File: src/rtl/mux_nx1_scan.sv
// N-channel, W-bit registered multiplexer with three modes.
// Direct mode selects the channel on s. Scan mode steps round-robin through the
// channels, staying dwell+1 cycles on each. Hold mode freezes the output.
// y/ch are qualified by y_valid; wrap marks the scan sample taken from channel N-1.
module mux_nx1_scan #(
  parameter int unsigned N  = 8,
  parameter int unsigned W  = 8,
  parameter int unsigned SW = 3,
  parameter int unsigned DW = 8
) (
  input  logic            clk,
  input  logic            rst_n,
  input  logic [N*W-1:0]  i,
  input  logic [SW-1:0]   s,
  input  logic [1:0]      mode,
  input  logic [DW-1:0]   dwell,
  input  logic            en,
  output logic [W-1:0]    y,
  output logic [SW-1:0]   ch,
  output logic            y_valid,
  output logic            wrap
);

  localparam int unsigned SWX = SW + 1;
  localparam logic [SW-1:0]  LAST_CH   = SW'(N - 1);
  localparam logic [SWX-1:0] N_EXT     = SWX'(N);
  localparam logic [1:0]     MODE_DIR  = 2'b00;
  localparam logic [1:0]     MODE_SCAN = 2'b01;

  logic [W-1:0]  y_q, y_d;
  logic [SW-1:0] ch_q, ch_d;
  logic          y_valid_q, y_valid_d;
  logic          wrap_q, wrap_d;
  logic [SW-1:0] cur_q, cur_d;
  logic [DW-1:0] cnt_q, cnt_d;

  logic [W-1:0]  s_data;
  logic [W-1:0]  cur_data;
  logic          s_in_range;

  // Select one channel; an index beyond the last channel yields zero.
  function automatic logic [W-1:0] pick(input logic [N*W-1:0] bus,
                                        input logic [SW-1:0]  idx);
    logic [W-1:0] r;
    r = '0;
    for (int unsigned k = 0; k < N; k++) begin
      if (idx == SW'(k)) r = bus[k*W +: W];
    end
    return r;
  endfunction

  // Channel data for both the direct select and the scan pointer.
  always_comb begin
    s_data     = pick(i, s);
    cur_data   = pick(i, cur_q);
    s_in_range = ({1'b0, s} < N_EXT);
  end

  // Next-state: en gates everything, then mode picks direct / scan / hold.
  always_comb begin
    y_d       = y_q;
    ch_d      = ch_q;
    cur_d     = cur_q;
    cnt_d     = cnt_q;
    y_valid_d = 1'b0;
    wrap_d    = 1'b0;
    if (en) begin
      case (mode)
        MODE_DIR: begin
          y_d       = s_data;
          ch_d      = s;
          y_valid_d = 1'b1;
          cur_d     = s_in_range ? s : '0;
          cnt_d     = '0;
        end
        MODE_SCAN: begin
          // >= so a dwell lowered below the running count samples at once.
          if (cnt_q >= dwell) begin
            y_d       = cur_data;
            ch_d      = cur_q;
            y_valid_d = 1'b1;
            cnt_d     = '0;
            if (cur_q == LAST_CH) begin
              cur_d  = '0;
              wrap_d = 1'b1;
            end else begin
              cur_d  = cur_q + SW'(1);
            end
          end else begin
            cnt_d = cnt_q + DW'(1);
          end
        end
        default: ;
      endcase
    end
  end

  // State and output registers.
  always_ff @(posedge clk or negedge rst_n) begin
    if (!rst_n) begin
      y_q       <= '0;
      ch_q      <= '0;
      y_valid_q <= 1'b0;
      wrap_q    <= 1'b0;
      cur_q     <= '0;
      cnt_q     <= '0;
    end else begin
      y_q       <= y_d;
      ch_q      <= ch_d;
      y_valid_q <= y_valid_d;
      wrap_q    <= wrap_d;
      cur_q     <= cur_d;
      cnt_q     <= cnt_d;
    end
  end

  assign y       = y_q;
  assign ch      = ch_q;
  assign y_valid = y_valid_q;
  assign wrap    = wrap_q;

endmodule

File: config.mk
export PLATFORM = sky130hd
export DESIGN_NAME = mux_nx1_scan
export DESIGN_NICKNAME = d
export VERILOG_FILES = /design/src/rtl/mux_nx1_scan.sv
export SDC_FILE = /design/constraint.sdc
export NUM_CORES = 1
export LEC_CHECK = 0
export ABC_AREA = 0
export BUFFER_PORTS_ARGS = -buffer_cell sky130_fd_sc_hd__buf_4
export CORE_MARGIN = 1.5
export CORE_UTILIZATION = 39
export DETAILED_ROUTE_END_ITERATION = 6
export PLACE_DENSITY = 0.78
export SLEW_MARGIN = 20
export SYNTH_ARGS = -nofsm -noshare
export SYNTH_HDL_FRONTEND = slang
export SYNTH_SLANG_ARGS = --single-unit
export TNS_END_PERCENT = 30
File: constraint.sdc
create_clock -name clk -period 2.2 [get_ports clk]
set_clock_uncertainty 0.05 [all_clocks]
set_input_delay 0.11 -clock clk [delete_from_list [all_inputs] [get_ports clk]]
set_output_delay 0.11 -clock clk [all_outputs]
set_load 0.01 [all_outputs]
# Yosys cells after proc, flatten, opt, wreduce, memory -nomap -nowiden
# Cells that the tools add are included.
dict set report op_classes {
  n_addsub 2
  n_lt_le_gt_ge 1
  eq_ne 16
  n_mux 32
  reduce_logical 6
}
# op n
set op_table {}
lappend op_table {{8-bit two-way mux} 18}
lappend op_table {{8-bit case mux with 2 select lines} 2}
lappend op_table {{3-bit equality test, second input constant} 8}
lappend op_table {{3-bit by 2-bit equality test with 1-bit output, second input constant} 4}
lappend op_table {{3-bit case mux with 2 select lines} 2}
lappend op_table {{3-bit two-way mux} 3}
lappend op_table {{8-bit by 1-bit adder with 8-bit output, second input constant} 1}
lappend op_table {{8-bit greater-or-equal comparator} 1}
lappend op_table {{3-bit by 1-bit equality test with 1-bit output, second input constant} 2}
lappend op_table {{3-bit logical NOT} 2}
lappend op_table {{1-bit two-way mux} 6}
lappend op_table {{3-bit by 1-bit adder with 3-bit output, second input constant} 1}
lappend op_table {{3-bit AND reduction} 1}
lappend op_table {{2-bit by 1-bit equality test with 1-bit output, second input constant} 1}
lappend op_table {{2-bit logical NOT} 1}
lappend op_table {{2-bit inequality test, second input constant} 1}
lappend op_table {{1-bit case mux with 2 select lines} 1}
lappend op_table {{2-bit AND reduction} 1}
lappend op_table {{2-bit nonzero test} 1}
dict set report word_totals {
  ff_bits 24
  input_bits 80
  out_inout_bits 13
  elab_cells 63
}

# Logic depth before layout (Yosys ltp)
# Gate-level depths: netlist of the first run.
dict set report depth {
  ltp_word 11
  mapped_depth 11
  depth_no_buf 8
}

# Least setup slack after synthesis of the first run
# OpenSTA, ideal clock, no wires.
dict set report synth_path {
  kind {register -> register}
  startpoint {register cnt_q[4]}
  endpoint {register ch_q[0], in the netlist ch[0]}
  setup_time_ns 0.125
  arrival_time_ns 2.078
  t_required_ns 2.025
  slack_ns -0.053
  stages_incl_launch_ff 10
  path_buffers 2
  synth_period_minus_slack_ns 2.253
  cell_sequence {dfrtp_1 -> ha_1 -> a21o_1 -> a211oi_2 -> o21ai_1 -> and2_1 -> o31a_1 -> buf_6 -> buf_12 -> mux2_4}
}
dict set report synth_via {
  elab_chain_cells 3
}
# element line
set synth_lines {}
lappend synth_lines {{start: declaration} 35} ;# logic [DW-1:0] cnt_q, cnt_d;
lappend synth_lines {{start signal: assignment} 113} ;# cnt_q <= cnt_d;
lappend synth_lines {{8-bit greater-or-equal comparator} 78} ;# if (cnt_q >= dwell) begin
lappend synth_lines {{2-bit inequality test (no line)} n/a}
lappend synth_lines {{3-bit AND reduction (no line)} n/a}
lappend synth_lines {{end signal: assignment} 109} ;# ch_q <= ch_d;
lappend synth_lines {{end: declaration} 31} ;# logic [SW-1:0] ch_q, ch_d;
# No other way between the ends.
# A chain may end at the register's enable or synchronous reset.

# Worst setup path after layout of the first run
dict set report layout_path {
  startpoint {register cnt_q[0]}
  endpoint {register y_q[6], in the netlist y[6]}
}
dict set report layout_via {
  elab_chain_cells 3
}
# element line
set layout_lines {}
lappend layout_lines {{8-bit greater-or-equal comparator} 78}
lappend layout_lines {{2-bit inequality test (no line)} n/a}
lappend layout_lines {{3-bit AND reduction (no line)} n/a}
lappend layout_lines {{end signal: assignment} 108} ;# y_q <= y_d;
lappend layout_lines {{end: declaration} 30} ;# logic [W-1:0] y_q, y_d;
# No other way between the ends.

==> run summary, run 1 <==
When the netlist entered floorplanning its net count stood at 387. The switching part of the total power was 0.372. The detailed-routed wire length on met3 is 622 um, and the final hold violation count is 0. For this design the static power due to leakage is 1.75 nW. For this run, the number of Yosys warnings is 0. Adder and majority gate portion of the synthesized area: 0.0731. The worst setup path is captured at a flip-flop. The classification of the worst setup path is flip-flop to flip-flop.

The clock network fraction of total power is 0.145, and the number of global-route vias before repair is 2867. The run gives 0.405 as the initial core utilization. For the worst-skew pair, the clock arrives at the later sink with an insertion delay of 0.27 ns. Setup repair after global routing could not meet its margin everywhere.

The total overflow left after global routing is 0. After synthesis, the netlist uses 52 different library cells. The share of Yosys cell area claimed by the top area cell type works out to 0.234. The tools report the cell area after layout as 3830 um^2. The library cells used most frequently in the layout, excluding fill and tap cells, are 123 x buf_4, 23 x dfrtp_1, 22 x o21ai_0. The final reports fail on setup timing. The fraction of the mapped netlist area in compound gates came out at 0.274.

Summed over all nets, the switching power comes to 0.000985 W. CTS placed an instance of clkbuf_8 at the clock tree root. Design internal power: 0.00166 W. The detailed router used layers up to and including met4. The path class of the tightest hold or removal check is input port to flip-flop. The detail-routed net length per standard cell is 17.2 um. The xor-xnor portion of the synthesized cell area is 0.0102, and the maximum VDD drop is 0.456 mV. The total number of clock tree sinks is 24, and the simple-gate area share of the yosys netlist is 0.133.

The combinational fraction of design power came out at 0.625. At the end of routability-driven placement, the weighted congestion stood at 1.03. The logs give 6070 um for the post-DP HPWL and 13500 um for the global-route wire length before repair. The remaining max-slew budget at the tightest pin is 0.766. The sequential share of the synthesized area came out at 0.234. TritonCTS created 3 clock buffers.

In this run, synthesis produced a sequential element count of 24. On the final layout, the worst hold slack is 0.0787 ns. The part of the power in registers is 0.230.

The height of the chip is 84.2 um. The critical path arrival was 2.31 ns; the multiplexer share of the synthesized area was 0.199. From synthesis to final layout, the design area changed by 49.1%.

The run gives 0 as the final count of pins violating max slew. The run gives 6350 um^2 as the area of the placeable core. The clock transition at the registers of the reported paths is 0.09 ns, and the via count normalized by instance count is 5.94.

The depth of the CTS H-tree came out at 1. The boundary pin count is 93. The flip-flop cell with the highest count after synthesis is dfrtp_1.

The flop-to-flop setup slack was -0.01 ns. For the post-synthesis instance total, the log shows 292. The part of the cycle the worst path needs was 1.00; the fraction of layout cells with a size suffix above 1 was 0.462. Entering global routing, the biggest net connects 27 pins. The first TritonRoute pass finished after 5 iterations. The repair_antennas step left the layout with diodes totalling 0.

TritonCTS built the clock tree. The number of core rows was 29; the number of nets in the finished design was 499. Summing all placed instances gives a cell area of 3480 um^2. The main combinational cell family by area after synthesis was compound AO/OA/AOI/OAI gates. The synthesized netlist occupies a cell area of 2570 um^2. The die covers 7080 um^2. The clock passes through at most 2 buffers. The tools report the final antenna-violating net count as 0. By area the synthesized netlist is led by dfrtp_1 23%, mux4_2 7.9%, ha_1 7.3%.

The critical-path maximum fanout came out at 12. In this run, synthesis inferred 0 flip-flops with an integrated enable. The worst path setup slack after routing is -0.00999 ns, and the final-report setup violation count is 4. The number of antenna violations at the first check in global routing was 0.

The flow ran to the end, but the final reports show violations. The run gives 3250 um as the routed metal-1 wire length. After synthesis, the mean cell area works out to 8.80 um^2. Port buffering added 92 buffers. The most area-hungry cell type in the Yosys netlist was dfrtp_1. From left edge to right edge, the die measures 84.2 um.

Post-synthesis async set-or-reset flop share: 1.00. After detailed routing, the number of remaining DRC violations is 0. The kind of start point of the critical path was a flip-flop. The routed design could run at a clock period as short as 2.21 ns. The total global-route track usage is 0.230, and the via total after detailed routing is 2851.

Number of max-cap violations: 0. Leaving out fill and tap cells, the most frequent cell in the layout is buf_4. For the worst setup path, the data required time is 2.30 ns. The tools report the highest attainable clock frequency as 452 MHz. The wire length after detailed routing is 8250 um, and the total power per unit cell area is 692 nW/um^2. The detailed router finished its first iteration with 356 violations. The tools report the sum of negative setup slack as -0.0293 ns. Summed over all nets, wire length on met2 after detailed routing comes to 4160 um. The worst-margin pin slew came out at 0.350 ns.
-- per-stage QoR --
stage | cells | total power, W | setup WS [ns] | util
floorplan | 292 | 0.00142 | -0.0530 | -
global placement | 466 | 0.00197 | -0.0180 | 0.547
detailed placement | 466 | 0.00200 | -0.0869 | 0.547
CTS | 475 | 0.00244 | -0.00588 | 0.574
global route | 480 | 0.00283 | -0.103 | 0.603
finish | 480 | 0.00265 | -0.00999 | 0.603
-- cell families after synthesis --
family	count (synthesis)
compound gates	102
xor+xnor	3
fa+ha+maj	15
buf+inv	44
flops	24
mux	36
simple gates	68
-- power groups by stage --
stage | sequential [W] | combinational, W | clock, W
floorplan | 0.000638 | 0.000779 | 0
global placement | 0.000610 | 0.00136 | 0
detailed placement | 0.000612 | 0.00139 | 0
CTS | 0.000604 | 0.00144 | 0.000398
global route | 0.000624 | 0.00179 | 0.000415
finish | 0.000610 | 0.00166 | 0.000384
-- Yosys cell counts, types with 3 or more instances --
cell type	instances
a21oi_1	16
a221oi_1	13
a31oi_1	3
and3_1	3
buf_2	7
clkbuf_1	13
dfrtp_1	24
ha_1	15
inv_1	19
mux2_2	11
mux2_4	5
mux2i_1	11
mux4_2	9
nand2_1	21
nand2b_1	7
nand3_1	5
nor2_1	8
nor2b_1	11
nor3_1	6
o21ai_0	23
o221ai_1	5
o22ai_1	9
o31a_1	3
o31ai_1	6
-- area by class of cell --
cell class / count / area, um^2
fill: 537 / 2520
multi-input combinational: 224 / 1930
timing repair buffer: 131 / 1050
sequential: 24 / 602
tap: 77 / 96.3
inverter: 20 / 75.1
clock buffer: 3 / 41.3
clock inverter: 1 / 30.0
-- worst max-delay path, cell delays in order, from the launching register on --
cell and delay [ns]:
dfrtp_1 0.40, inv_2 0.08, ha_4 0.19, nand2b_4 0.13, a211oi_2 0.24, o21ai_2 0.09, and2_4 0.15, o31a_1 0.29
buf_12 0.17, mux2_4 0.29
-- final timing paths --
kind | cells after the start | start | end
max reg2reg | 9 | cnt_q[0] | y[6]
max in group asynchronous | 2 | rst_n | cur_q[0]
min in group asynchronous | 2 | rst_n | cnt_q[2]
min | 3 | en | wrap
min reg2reg | 1 | y[3] | y[3]
max | 9 | cnt_q[0] | y[6]
-- routing by layer --
layer | global-route usage | vias up
li1 | - | 1333
met1 | 0.295 | 1340
met2 | 0.391 | 155
met3 | 0.0442 | 23
met4 | 0.0790 | 0
met5 | 0 | -
-- sequential cells by signal, summed over array words and instances (netlist names) --
register and count:
y_valid 1, y 8, wrap 1, cnt_q 8
ch 3, cur_q 3
-- timing repair --
item,CTS,global route
pin swaps,1,14
resized for setup,11,27
setup buffers,4,4
gates cloned,0,1
setup endpoints to repair,12,17
hold buffers,1,0
endpoints found under the hold margin,24,0
(Power assumes the default switching activity.)
==> inputs of run 2 (changes only) <==
--- a/config.mk
+++ b/config.mk
@@ -8,9 +8,9 @@
 export ABC_AREA = 0
 export BUFFER_PORTS_ARGS = -buffer_cell sky130_fd_sc_hd__buf_4
 export CORE_MARGIN = 1.5
-export CORE_UTILIZATION = 39
+export CORE_UTILIZATION = 46
 export DETAILED_ROUTE_END_ITERATION = 6
-export PLACE_DENSITY = 0.78
+export PLACE_DENSITY = 0.88
 export SLEW_MARGIN = 20
 export SYNTH_ARGS = -nofsm -noshare
 export SYNTH_HDL_FRONTEND = slang
==> run 2 against run 1 <==
  * Via count grew 1.1%
  * The flow still finishes with violations (setup timing)
  * Sequential power is essentially flat
  * Clock-buffer cell count rose by 1
  * Highest routed layer unchanged
  * Maximum frequency decreased by 2.7%
==> run summary, run 2 (synthesis results as in run 1) <==
The maximum number of pins on one net before global-route repair was 33 (+22%); the number of max-cap violations was 0 (unchanged). Via count normalized by instance count: 6.21 (+4.5%). In the layout the commonest cells are 115 x buf_4, 23 x dfrtp_1, 22 x o21ai_0.

The number of placed instances, taps included came out at 455 (-2.4%). The number of buffers inserted by port buffering is 92 (unchanged). The tools report the destination of the worst register-to-register timing path as y[2]. The beginning of the worst hold path is en. The clock transition at the registers of the reported paths works out to 0.09 ns (about the same). The logs give 0 (unchanged) for the final hold violation count and 551 um (-11%) for the detailed-routed wire length on met3.

The wire length after detailed routing was 8490 um (+2.9%); the part of the power in registers was 0.255 (+0.025). The detailed-router iteration count before antenna repair was 5 (unchanged). The height of the chip was 77.7 um (-7.6%).

The worst setup path is launched from a flip-flop. For the post-DP HPWL, the log shows 6230 um (+2.6%). Setup repair after global routing could not meet its margin everywhere.

The classification of the worst setup path is flip-flop to flip-flop. The latest clock arrival within the worst-skew pair is 0.26 ns (about the same). The run gives 0.668 (+0.0646) as the final core area utilization. The tools report the net switching power as 0.000932 W (-5.4%).

The flow ran to the end, but the final reports show violations. The part of the cycle the worst path needs came out at 1.03 (+0.0279). The final-report setup violation count is 12 (+8), and the cell count of the worst hold path is 3 (unchanged).

The logs give -0.07 ns (-0.06 ns) for the flop-to-flop setup slack and 0.946 (-7.9%) for the final weighted congestion in routability-driven placement. For the remaining max-slew budget at the tightest pin, the log shows 0.758 (-0.00834). The logs give 0 (unchanged) for the number of antenna violations at the first check in global routing and -0.0715 ns (-0.0615 ns) for the worst path setup slack after routing. The tools report the combinational fraction of design power as 0.621 (-0.004). The area of the placeable core was 5440 um^2 (-14%); the multi-input logic area was 1850 um^2 (-4.3%). The detail-routed net length per standard cell came out at 18.3 um (+6.4%). The standby leakage power is 1.67 nW (-4.7%). The number of global-route vias before repair is 2801 (-2.3%). The most common library cell in the layout ignoring fill and taps is buf_4.

Relative to the synthesized area, the layout overhead comes to 41.4%. The via total after detailed routing came out at 2881 (+1.1%). The final count of pins violating max slew is 0 (unchanged). The number of cell instances on the worst register-to-register path was 8 (-1). The clock network fraction of total power is 0.123 (-0.022), and the design internal power is 0.00146 W (-12%).

The tools report the highest attainable clock frequency as 440 MHz (-2.7%). STA classifies the critical path endpoint as a flip-flop. The setup slack at placement is -0.0342 ns (+0.0527 ns). The total global-route track usage was 0.265 (+0.0340). The count of antenna diodes in the layout came out at 0 (unchanged). The logs give 441 (-18%) for the filler cell count in the final layout and 6040 um^2 (-15%) for the die area. The global-route wire length before repair is 13100 um (-3.2%). The run gives -0.568 ns (-0.539 ns) as the sum of negative setup slack.

The critical-path maximum fanout was 8 (-4); the total number of clock tree sinks was 24 (unchanged). The switching part of the total power was 0.390 (+0.0178); the horizontal die dimension was 77.7 um (-7.6%). The leftover overflow at the end of global routing was 0 (unchanged); the total CTS buffers was 3 (unchanged). The number of core rows was 27 (-6.9%). The root buffer cell chosen for the clock tree is clkbuf_8. TritonCTS built the clock tree. The number of nets in the finished design is 488 (-2.2%), and the met2 layer wire length in the routed design is 4330 um (+4.0%).

The depth of the CTS H-tree is 1 (unchanged). The initial core utilization came out at 0.472 (+0.0677). The fraction of layout cells with a size suffix above 1 came out at 0.426 (-0.0355). DRC violation count after routing: 0 (unchanged). The final instance count without filler cells was 464 (-3.3%); the worst-margin pin slew was 0.363 ns (+0.0125 ns).

The run gives 386 (+8.4%) as the number of DRC violations after detailed-routing iteration 0. Signal routing reaches up to met4. The maximum VDD drop was 0.503 mV (+10%); the critical path arrival was 2.38 ns (+0.07 ns). For the routed metal-1 wire length, the log shows 3340 um (+2.9%). The maximum root-to-sink buffer count came out at 2 (unchanged). The time the final worst path needs with I/O delays and setup is 2.27 ns (+0.0615 ns). The area taken by flip-flops and latches was 602 um^2 (unchanged); the final antenna-violating net count was 0 (unchanged). Endpoint of the worst hold-timing path: wrap. The total power per unit cell area works out to 659 nW/um^2 (-4.8%). The logs give 93 (unchanged) for the boundary pin count and 2.31 ns (about the same) for the required time of the worst setup path. The min-delay analysis places its worst path in the category input port to flip-flop. The final reports fail on setup timing. The startpoint identified for the worst register-to-register timing path is cnt_q[4].
run 2: cell count changes in the layout (fill, tap and decap cells not counted), moves of 2 or more:
cell      before  now
a221oi_1       8   11
a221oi_2       4    2
buf_4        123  115
buf_6          2    0
buf_8          2    0
ha_1           9   11
ha_4           5    2
run 2: power by group through the flow:
stage / clock network (W) / logic (W) / registers, W
finish: 0.000295 / 0.00149 / 0.000611
global route: 0.000323 / 0.00159 / 0.000624
CTS: 0.000304 / 0.00139 / 0.000609
detailed placement: 0 / 0.00137 / 0.000615
global placement: 0 / 0.00134 / 0.000609
floorplan: 0 / 0.000779 / 0.000638
run 2: layer usage:
metal / GRT usage / vias to the layer above
met5: 0 / -
met1: 0.332 / 1364
met3: 0.0400 / 31
met4: 0.0855 / 0
li1: - / 1310
met2: 0.462 / 176
run 2: worst max path at each step:
stage                         from  slack (ns)     to  cells after the start
after floorplan           cnt_q[4]       -0.05  ch[0]                      9
after global placement    cnt_q[0]        0.03  ch[1]                      9
after detailed placement  cur_q[1]       -0.03   y[3]                      9
after CTS                 cur_q[0]        0.02   y[0]                      9
after global routing      cnt_q[4]       -0.15   y[2]                      8
final                     cnt_q[4]       -0.07   y[2]                      8
run 2: metrics by stage:
step / area (um^2) / total power, W / hold slack [ns]
2_1_floorplan: 2570 / 0.00142 / -0.236
3_3_place_gp: 3440 / 0.00195 / -0.0327
3_5_place_dp: 3440 / 0.00199 / -0.0224
4_1_cts: 3520 / 0.00230 / 0.0853
5_1_grt: 3630 / 0.00254 / 0.0985
6_report: 3630 / 0.00239 / 0.0955
run 2: timing repair:
| action | CTS | global route |
|---|---|---|
| hold buffers | 1 | 0 |
| resized for setup | 4 | 16 |
| endpoints found under the hold margin | 24 | 0 |
| buffers inserted | 0 | 3 |
| cloned | 0 | 1 |
| pin swaps | 2 | 3 |
| endpoints found under the setup margin | 12 | 14 |
run 2: final cells by class:
type / count / share of cell area
clock buffer: 4 / 0.0152
inverter: 20 / 0.0207
sequential: 24 / 0.166
tap: 72 / 0.0248
timing repair buffer: 120 / 0.264
multi-input combinational: 224 / 0.510
run 2: critical path: stages (launching register included):
cell	delay (ns)
dfrtp_1	0.41
ha_4	0.22
a21o_1	0.16
a211oi_2	0.24
o21ai_1	0.11
and2_1	0.16
o31a_1	0.32
clkbuf_16	0.20
mux2_4	0.29
